File: config.mk
export PLATFORM = sky130hd
export DESIGN_NAME = or1200_vlx_seq
export DESIGN_NICKNAME = d
export VERILOG_FILES = /design/src/rtl/or1200_vlx_seq.sv
export SDC_FILE = /design/constraint.sdc
export NUM_CORES = 1
export LEC_CHECK = 0
export CAP_MARGIN = 25
export CORE_AREA = 10 10 152 154
export DETAILED_ROUTE_END_ITERATION = 8
export DIE_AREA = 0 0 162 164
export GPL_TIMING_DRIVEN = 0
export PLACE_DENSITY_LB_ADDON = 0.3
export RECOVER_POWER = 100
export SYNTH_ARGS = -nofsm -noshare
export SYNTH_HDL_FRONTEND = slang
export SYNTH_SLANG_ARGS = --single-unit
File: constraint.sdc
create_clock -name clk_i -period 3.8 [get_ports clk_i]
set_input_delay 0.38 -clock clk_i [delete_from_list [all_inputs] [get_ports clk_i]]
set_output_delay 0.38 -clock clk_i [all_outputs]
set_load 0.02 [all_outputs]
File: src/rtl/or1200_vlx_seq.sv
`timescale 1ns/1ps
// VLX store-path sequencer: packs variable-length codes MSB-first into a 40-bit accumulator and stores whole bytes.
// Latency: accept -> EMIT next cycle -> store_byte_o the cycle after; one byte in flight, at least one low cycle between requests.
// Backpressure: store waits on ack_i; stall_cpu_o holds the CPU (and its set-bit op) until all bytes and any flush are done.
// Optional: define VLX_BYTE_STUFF_EN to insert a 0x00 byte after every stored 0xFF byte.
module or1200_vlx_seq #(
    parameter logic PAD_BIT = 1'b1,
    parameter int   CNT_W   = 32     // at most 32 so the counter fits the SPR read
) (
    input  logic        clk_i,
    input  logic        rst_i,
    input  logic        set_bit_op_i,
    input  logic [4:0]  num_bits_to_write_i,
    input  logic [31:0] bit_vec_i,
    input  logic        ack_i,
    output logic [7:0]  byte_o,
    output logic        store_byte_o,
    output logic        stall_cpu_o,
    input  logic        spr_cs,
    input  logic        spr_write,
    input  logic [1:0]  spr_addr,
    input  logic [31:0] spr_dat_i,
    output logic [31:0] spr_dat_o
);

    localparam logic [3:0] S_IDLE     = 4'd0;
    localparam logic [3:0] S_EMIT     = 4'd1;
    localparam logic [3:0] S_WAIT_ACK = 4'd2;
    localparam logic [3:0] S_STUFF    = 4'd3;
    localparam logic [3:0] S_FLUSH    = 4'd4;

`ifdef VLX_BYTE_STUFF_EN
    localparam logic STUFF_EN = 1'b1;
`else
    localparam logic STUFF_EN = 1'b0;
`endif

    logic [3:0]       r_state;
    logic [39:0]      r_acc;        // valid bits are left-aligned at [39 -: r_cnt], rest zero
    logic [5:0]       r_cnt;
    logic             r_flush_pend;
    logic [CNT_W-1:0] r_bcnt;
    logic [7:0]       r_byte;
    logic             r_store;

    logic             w_accept;
    logic [31:0]      w_mask;
    logic [39:0]      w_vec_ext;
    logic [5:0]       w_shift;
    logic [5:0]       w_cnt_nxt;
    logic [39:0]      w_acc_nxt;
    logic [5:0]       w_cnt_sub8;
    logic [7:0]       w_pad_mask;
    logic [7:0]       w_pad_byte;
    logic             w_spr_wr0;
    logic             w_flush_set;
    logic             w_bcnt_clr;
    logic             w_bcnt_inc;
    logic [31:0]      w_bcnt_ext;
    logic [31:0]      w_spr_rd;
    logic             w_unused;

    assign w_accept   = (r_state == S_IDLE) & set_bit_op_i;
    // n==0 yields an all-zero mask, so a zero-length op adds nothing
    assign w_mask     = ~(32'hFFFF_FFFF << num_bits_to_write_i);
    assign w_vec_ext  = {8'b0, bit_vec_i & w_mask};
    // in IDLE r_cnt <= 7 and n <= 31, so the shift is always >= 2
    assign w_shift    = 6'd40 - r_cnt - {1'b0, num_bits_to_write_i};
    assign w_cnt_nxt  = w_accept ? (r_cnt + {1'b0, num_bits_to_write_i}) : r_cnt;
    assign w_acc_nxt  = w_accept ? (r_acc | (w_vec_ext << w_shift)) : r_acc;
    assign w_cnt_sub8 = r_cnt - 6'd8;
    // FLUSH is only entered with 1..7 valid bits
    assign w_pad_mask = 8'hFF >> r_cnt[2:0];
    assign w_pad_byte = PAD_BIT ? (r_acc[39:32] | w_pad_mask) : (r_acc[39:32] & ~w_pad_mask);

    assign w_spr_wr0   = spr_cs & spr_write & (spr_addr == 2'd0);
    assign w_flush_set = w_spr_wr0 & spr_dat_i[0];
    assign w_bcnt_clr  = w_spr_wr0 & spr_dat_i[1];
    // r_store gates ack so that a stray ack outside a request does nothing
    assign w_bcnt_inc  = ack_i & r_store & ((r_state == S_WAIT_ACK) | (r_state == S_STUFF));
    assign w_unused    = &{1'b0, spr_dat_i[31:2]};

    assign byte_o       = r_byte;
    assign store_byte_o = r_store;
    assign stall_cpu_o  = (r_state != S_IDLE) | r_flush_pend;
    assign spr_dat_o    = w_spr_rd;

    // Main sequencer: accept ops, emit bytes, wait for acks, stuff and flush
    always_ff @(posedge clk_i) begin
        if (!rst_i) begin
            r_state <= S_IDLE;
            r_acc   <= 40'd0;
            r_cnt   <= 6'd0;
            r_byte  <= 8'd0;
            r_store <= 1'b0;
        end else begin
            case (r_state)
                S_IDLE: begin
                    r_acc <= w_acc_nxt;
                    r_cnt <= w_cnt_nxt;
                    if (w_cnt_nxt >= 6'd8) begin
                        r_state <= S_EMIT;
                    end else if (r_flush_pend && (w_cnt_nxt != 6'd0)) begin
                        r_state <= S_FLUSH;
                    end
                end
                S_EMIT: begin
                    r_byte  <= r_acc[39:32];
                    r_store <= 1'b1;
                    r_state <= S_WAIT_ACK;
                end
                S_WAIT_ACK: begin
                    if (ack_i) begin
                        r_store <= 1'b0;
                        r_acc   <= r_acc << 8;
                        r_cnt   <= w_cnt_sub8;
                        if (STUFF_EN && (r_byte == 8'hFF)) begin
                            r_state <= S_STUFF;
                        end else if (w_cnt_sub8 >= 6'd8) begin
                            r_state <= S_EMIT;
                        end else begin
                            r_state <= S_IDLE;
                        end
                    end
                end
                S_STUFF: begin
                    // first cycle mirrors EMIT so requests keep a low cycle between them
                    if (!r_store) begin
                        r_byte  <= 8'h00;
                        r_store <= 1'b1;
                    end else if (ack_i) begin
                        r_store <= 1'b0;
                        r_state <= (r_cnt >= 6'd8) ? S_EMIT : S_IDLE;
                    end
                end
                S_FLUSH: begin
                    r_acc[39:32] <= w_pad_byte;
                    r_cnt        <= 6'd8;
                    r_state      <= S_EMIT;
                end
                default: r_state <= S_IDLE;
            endcase
        end
    end

    // Flush request: set by SPR write, retired once IDLE has no bits left
    always_ff @(posedge clk_i) begin
        if (!rst_i) begin
            r_flush_pend <= 1'b0;
        end else if (w_flush_set) begin
            r_flush_pend <= 1'b1;
        end else if ((r_state == S_IDLE) && r_flush_pend && (w_cnt_nxt == 6'd0)) begin
            r_flush_pend <= 1'b0;
        end
    end

    // Stored-byte counter: SPR clear beats a same-cycle increment, wraps naturally
    always_ff @(posedge clk_i) begin
        if (!rst_i) begin
            r_bcnt <= '0;
        end else if (w_bcnt_clr) begin
            r_bcnt <= '0;
        end else if (w_bcnt_inc) begin
            r_bcnt <= r_bcnt + {{(CNT_W-1){1'b0}}, 1'b1};
        end
    end

    // SPR read mux, zero whenever the chip select is low
    always_comb begin
        w_bcnt_ext = 32'd0;
        w_bcnt_ext[CNT_W-1:0] = r_bcnt;
        w_spr_rd = 32'd0;
        if (spr_cs) begin
            case (spr_addr)
                2'd0:    w_spr_rd = {16'b0, r_state, 5'b0, r_flush_pend, r_cnt};
                2'd1:    w_spr_rd = w_bcnt_ext;
                default: w_spr_rd = 32'd0;
            endcase
        end
    end

endmodule

==> results of run 1 <==
## cell type report
cell class,count,area [µm²],area share [%]
Clock buffer,10,239,2.62
Multi-Input combinational cell,786,5280,57.8
Clock inverter,6,71.3,0.780
Tap cell,270,338,3.70
Sequential cell,91,1820,19.9
Timing Repair Buffer,89,886,9.69
Buffer,77,383,4.19
Inverter,31,120,1.31
## logic make-up (layout without fill, tap and decap cells)
kind of cell             count (synthesis)  after routing
adder cells (fa/ha/maj)                 19             19
AO/OA/AOI/OAI                          321            321
XOR/XNOR                                38             38
multiplexers                            41             41
flip-flops                              91             91
AND/OR/NAND/NOR                        367            367
buffers and inverters                  109            213
## critical path, stage by stage
cell and delay [ns]:
clkdlybuf4s50_1 0.56, ha_1 0.38, inv_1 0.05, ha_1 0.27
clkbuf_2 0.23, inv_1 0.12, clkbuf_2 0.22, a221oi_1 0.78
o21ai_2 0.29, a2111oi_0 0.49, a21oi_1 0.13
## synth_stat cells (8+ instances only)
master and count:
nor2_1 119, dfxtp_1 91, nand2_1 80, a21oi_1 58, o21ai_0 50, clkbuf_1 44
inv_1 30, nand3_1 30, mux2i_1 28, nor3_1 28, and2_1 26, o221ai_1 23
a211oi_1 22, xor2_1 20, xnor2_1 18, ha_1 16, buf_2 15, nand4_1 15
o211ai_1 13, o22ai_1 13, a31oi_1 12, a22o_1 11, a22oi_1 11, a311oi_1 10
and3_1 10, mux2_2 10, buf_4 9, o21a_1 9, a211o_1 8, nor4_1 8
or3_1 8
## routing by layer
layer  up-vias  track usage [%]  part of all wire, %
met5         -                0                    0
met4         0             7.78                  3.5
met3        90             5.06                  9.9
met2       441             34.5                   46
met1      3950             26.0                   41
li1       3892                -                    -
## metrics by stage
stage / util, % / power (mW)
final: 45.6 / 7.38
after global routing: 45.6 / 7.75
after CTS: 45.6 / 7.14
after detailed placement: 43.5 / 5.97
after global placement: 43.5 / 5.99
after floorplan: - / 4.52
## path summary, 6_finish.rpt
| path | start | endpoint | slack, ns | cells past startpoint |
|---|---|---|---|---|
| setup / recovery | num_bits_to_write_i[1] | r_acc[38] | 0.10 | 11 |
| hold / removal | r_acc[2] | r_acc[2] | 0.47 | 2 |
| setup reg to reg | r_cnt[0] | r_acc[38] | 0.20 | 10 |
| hold reg to reg | r_acc[2] | r_acc[2] | 0.47 | 2 |
## registers in the layout, indices dropped and copies added (netlist names)
| register | count |
|---|---|
| byte_o | 8 |
| r_acc | 40 |
| store_byte_o | 1 |
| r_flush_pend | 1 |
| r_bcnt | 32 |
| r_state | 3 |
| r_cnt | 6 |
## timing repair
item                       4_1_cts  5_1_grt
pin swaps                        2        0
buffers inserted                 2        1
gates resized for setup         27       23
setup endpoints to repair       40       37
## power by group through the flow
stage	sequential [mW]	combinational [mW]	clock, mW
2_1_floorplan	1.30	3.22	0
5_1_grt	1.37	5.39	0.988
6_report	1.35	5.08	0.941
4_1_cts	1.34	4.85	0.952
3_5_place_dp	1.36	4.60	0
3_3_place_gp	1.36	4.63	0
## layout by cell type (no fill, tap or decap), drive strengths merged, types with 18 or more instances in the layout
master,synthesis,layout
nor2,119,119
o221ai,24,24
nand2,80,80
clkdlybuf4s50,0,40
and2,27,27
buf,34,27
a211oi,24,24
xnor2,18,18
nor3,30,30
nand3,30,30
xor2,20,20
o21ai,54,54
clkbuf,44,65
a21oi,59,59
dlygate4sd3,0,44
inv,30,32
mux2i,29,29
dfxtp,91,91
==> run_results.csv, run 1 <==
group,metric,value,unit
critical_path,crit_path_start_kind,"input pin",
power,switching_share,53.2,%
synth,yosysTopAreaCell,"dfxtp_1",
global_route,grt_max_degree,17,
die,io-pin-count,119,
timing,fmax,271,MHz
clock_network,clk_latency,0.35,ns
synth,synth_edf_count,0,
place,dp.cells,1342,
place,place_ws,-1.11,ns
drt,drcViolationCount,0,
place,place_area,8720,µm²
global_route,grt_pass1_wl,44800,µm
critical_path,end_kind,"flip-flop",
global_route,grt_usage,21.0,%
finish,drive_above_1_share,10.7,%
die,die_y,164,µm
place,portBuffers,86,
finish,post-route-cell-area,9140,µm²
clock_network,htreeDepth,3,
clock_network,cts.path.max_buffers,2,
drt,drtPass1Iterations,5,
finish,antenna_cells,0,
synth,netlist.area_leader.share,24.2,%
drt,wirelength,28600,µm
drt,vias,8373,
power,power_frac_seq,18.3,%
outcome,status,"finished clean",
critical_path,cp.required,4.02,ns
clock_network,tritoncts,"done",
synth,ys_async_sr_fraction,0,%
timing,post-route-min-period,3.70,ns
drt,drtIter0Drc,839,
synth,synthMuxAreaShare,6.12,%
global_route,antenna_found_initial,0,
synth,synth_top_family_by_area,"compound AO/OA/AOI/OAI gates",
global_route,grt_pass1_vias,8033,
synth,synth_area,7530,µm²
synth,synth_cells,986,
finish,nNetsFinal,1181,
timing,maxSlewHeadroom,23.3,%
timing,worstMarginPinSlew,1.15,ns
drt,drtAntennaViolNets,0,
die,die_area,26600,µm²
synth,yosys.area_share.xor_xnor,4.42,%
timing,finalSetupTns,0,ns
finish,syn_to_final_growth,21.4,%
power,max-vdd-ir-drop,0.000395,V
synth,yosys.area_share.adder,3.46,%
power,p_leak,3.34,nW
synth,yosys_most_used_dff,"dfxtp_1",
global_route,grt-ovfl-total,0,
synth,synth_seq_cells,91,
die,start_util,37.6,%
timing,setup_violations,0,
synth,synthSimpleGateAreaFrac,23.9,%
clock_network,cts_buffers,9,
place,place_congestion,0.998,
timing,setup_ws,0.104,ns
power,p_clk_share,12.8,%
synth,yosysSeqAreaShare,24.2,%
die,core_area,20000,µm²
timing,maxSlewViolCount,0,
power,power.switching,3.92,mW
synth,yosysWarningCount,0,
drt,vias_per_cell,6.16,
synth,synth.area.top_cells,"dfxtp_1 24%, nor2_1 5.9%, nand2_1 4.0%",
finish,fill_cells,2093,
run,maxCapViolations,0,
synth,ys_types,93,
power,comb_power_share,68.9,%
die,die_x,162,µm
timing,hold_violations,0,
critical_path,crit_type,"in2reg",
clock_network,clock-sinks,91,
hold_path,hp-class,"reg2reg",
synth,synth_nets,1082,
drt,avgRoutedWirePerCell,21.0,µm
clock_network,clk_pin_slew_worst_paths,0.07,ns
die,num_rows,52,
clock_network,ctsHoldBuffers,0,
timing,hold_ws,0.465,ns
power,powerDensity,807,nW/µm²
timing,timing.final.crit_share,97.3,%
timing,fin_skew,0.00874,ns
critical_path,arrival,3.91,ns
synth,synth_compound_area_share,31.3,%
critical_path,worstPathMaxFanout,10,
clock_network,cts-root-buf,"clkbuf_16",
finish,layout.cells.non_filler,1360,
power,intPower,3.45,mW
synth,synth_area_per_cell,7.63,µm²
place,dp_hpwl,22500,µm
Note: power is estimated with default switching activity, not from simulation.
==> inputs of run 2 (changes only) <==
--- a/config.mk
+++ b/config.mk
@@ -5,11 +5,12 @@
 export SDC_FILE = /design/constraint.sdc
 export NUM_CORES = 1
 export LEC_CHECK = 0
-export CAP_MARGIN = 25
+export CAP_MARGIN = 30
 export CORE_AREA = 10 10 152 154
 export DETAILED_ROUTE_END_ITERATION = 8
 export DIE_AREA = 0 0 162 164
 export GPL_TIMING_DRIVEN = 0
+export HOLD_SLACK_MARGIN = 0.05
 export PLACE_DENSITY_LB_ADDON = 0.3
 export RECOVER_POWER = 100
 export SYNTH_ARGS = -nofsm -noshare
==> run 2 against run 1 <==
  * Sequential cell count is the same
  * First-iteration DRC count grew 12%
  * Clock-buffer cell count is the same
  * Via count shrank 0.43%
  * Routed wire length grew 0.40%
  * Total power shrank 0.65%
  * Core utilization shrank 0.14 points
  * Maximum frequency grew 0.14%
  * Global-route usage shrank 0.13 points
  * Design area shrank 0.30%
==> run_results.csv, run 2 (same netlist as run 1, synthesis figures left out) <==
group,metric,value,unit
drt,wirelength,28700,µm
timing,post-route-min-period,3.69,ns
global_route,grt_usage,20.8,%
clock_network,tritoncts,"done",
timing,setup_violations,0,
global_route,grt_pass1_wl,44900,µm
timing,worstMarginPinSlew,0.915,ns
place,dp.cells,1343,
power,power_frac_seq,18.5,%
place,place_congestion,0.998,
global_route,grt_max_degree,17,
critical_path,cp.required,4.03,ns
critical_path,end_kind,"flip-flop",
power,power.switching,3.90,mW
timing,rsz0062_at_grt,"false",
timing,maxSlewHeadroom,38.5,%
finish,syn_to_final_growth,21.1,%
critical_path,worstPathMaxFanout,10,
drt,avgRoutedWirePerCell,21.1,µm
die,start_util,37.6,%
finish,fin_util,45.5,%
timing,finalSetupTns,0,ns
drt,vias,8337,
critical_path,arrival,3.92,ns
place,dp_hpwl,22500,µm
global_route,grt-ovfl-total,0,
hold_path,hp-class,"reg2reg",
power,powerDensity,804,nW/µm²
run,maxCapViolations,0,
global_route,grt_pass1_vias,7972,
place,place_area,8730,µm²
drt,vias_per_cell,6.12,
die,num_rows,52,
power,finalPower,7.33,mW
critical_path,crit_type,"in2reg",
power,p_leak,3.35,nW
clock_network,cts.path.max_buffers,2,
power,max-vdd-ir-drop,0.000372,V
die,core_area,20000,µm²
finish,nNetsFinal,1184,
finish,layout.cells.non_filler,1363,
global_route,antenna_found_initial,0,
critical_path,slowest_stage,"clkdlybuf4s50_1",
clock_network,clock-sinks,91,
clock_network,cts_buffers,9,
critical_path,max_stage_delay,0.58,ns
clock_network,clk_latency,0.35,ns
timing,timing.final.crit_share,97.1,%
critical_path,crit_path_start_kind,"input pin",
power,p_clk_share,12.8,%
timing,maxSlewViolCount,0,
die,io-pin-count,119,
clock_network,htreeDepth,3,
timing,fmax,271,MHz
clock_network,clk_pin_slew_worst_paths,0.07,ns
finish,largest_register_ffs,40,
timing,hold_violations,0,
clock_network,cts-root-buf,"clkbuf_16",
finish,post-route-cell-area,9110,µm²
critical_path,path_cells,"clkdlybuf4s50_1 -> buf_4 -> inv_1 -> ha_1 -> ha_1 -> xor2_1 -> clkbuf_2 -> clkbuf_1 -> o31ai_1 -> o211ai_1 -> a21oi_1",
outcome,status,"finished clean",
power,comb_power_share,68.7,%
drt,drcViolationCount,0,
die,die_x,162,µm
finish,antenna_cells,0,
drt,drtPass1Iterations,8,
power,switching_share,53.2,%
drt,drtAntennaViolNets,0,
finish,fill_cells,2095,
drt,drtIter0Drc,936,
die,die_area,26600,µm²
critical_path,cpMostUsedCell,"ha_1",
finish,layout.cells.most_common,"nor2_1",
power,intPower,3.43,mW
finish,regMostFlops,"r_acc",
place,portBuffers,86,
finish,layout_common_cells,"118 x nor2_1, 90 x dfxtp_1, 79 x nand2_1, 57 x a21oi_1, 49 x o21ai_0",
die,die_y,164,µm
timing,fin_skew,0.0129,ns
finish,drive_above_1_share,10.4,%
clock_network,ctsHoldBuffers,0,
## run 2: cell count changes in the layout (fill, tap and decap cells not counted), sizes merged
cell           change
buf                +5
clkinv             -1
inv                +2
clkinvlp           -1
clkbuf             -1
clkdlybuf4s50      -1
## run 2: area by class of cell
cell class / count / area, µm² / area share [%]
repair buffers: 92 / 887 / 9.74
multi-input cells: 786 / 5260 / 57.7
clock inverters: 6 / 68.8 / 0.755
inverters: 31 / 116 / 1.28
clock buffers: 10 / 239 / 2.62
well taps: 270 / 338 / 3.71
flip-flops and latches: 91 / 1820 / 20.0
plain buffers: 77 / 383 / 4.20
## run 2: path summary, 6_finish.rpt
path / from / endpoint / slack, ns / cells after the start
max reg2reg: r_cnt[0] / r_acc[38] / 0.17 / 13
max: num_bits_to_write_i[4] / r_acc[17] / 0.11 / 11
min: r_acc[2] / r_acc[2] / 0.47 / 2
min reg2reg: r_acc[2] / r_acc[2] / 0.47 / 2
## run 2: power groups by stage
stage                     logic (mW)  clock network (mW)  registers, mW
after floorplan                 3.22                   0           1.30
after global placement          4.63                   0           1.36
after detailed placement        4.62                   0           1.36
after CTS                       4.87               0.952           1.34
after global routing            5.34               0.984           1.37
final                           5.04               0.938           1.35
## run 2: layer usage
layer	GRT usage (%)	share of wire, %
met3	4.86	9.7
met5	0	0
met1	25.9	41
met2	34.7	47
met4	6.99	2.7
## run 2: through the flow
stage | hold slack (ns) | setup WS, ns
3_3_place_gp | 0.448 | -1.13
2_1_floorplan | 0.429 | 0.592
3_5_place_dp | 0.454 | -1.12
4_1_cts | 0.470 | 0.0392
5_1_grt | 0.492 | 0.00918
6_report | 0.468 | 0.110
## run 2: critical path, delay by kind of cell
family	cells	cell delay [ns]
AOI/OAI and AO/OA	3	0.45
adders and majority gates	2	0.79
buffers and inverters	5	1.80
xor gates and xnor gates	1	0.49
## run 2: timing repair
action	in CTS	in global routing
pin swaps	2	0
endpoints found under the setup margin	40	33
buffers inserted	4	0
resized for setup	30	11
==> inputs of run 3 (changes only) <==
--- a/config.mk
+++ b/config.mk
@@ -5,8 +5,8 @@
 export SDC_FILE = /design/constraint.sdc
 export NUM_CORES = 1
 export LEC_CHECK = 0
-export CAP_MARGIN = 30
 export CORE_AREA = 10 10 152 154
+export CTS_CLUSTER_SIZE = 14
 export DETAILED_ROUTE_END_ITERATION = 8
 export DIE_AREA = 0 0 162 164
 export GPL_TIMING_DRIVEN = 0
==> results of run 3 <==
The final DEF is identical to that of run 1; final timing and power are the same.
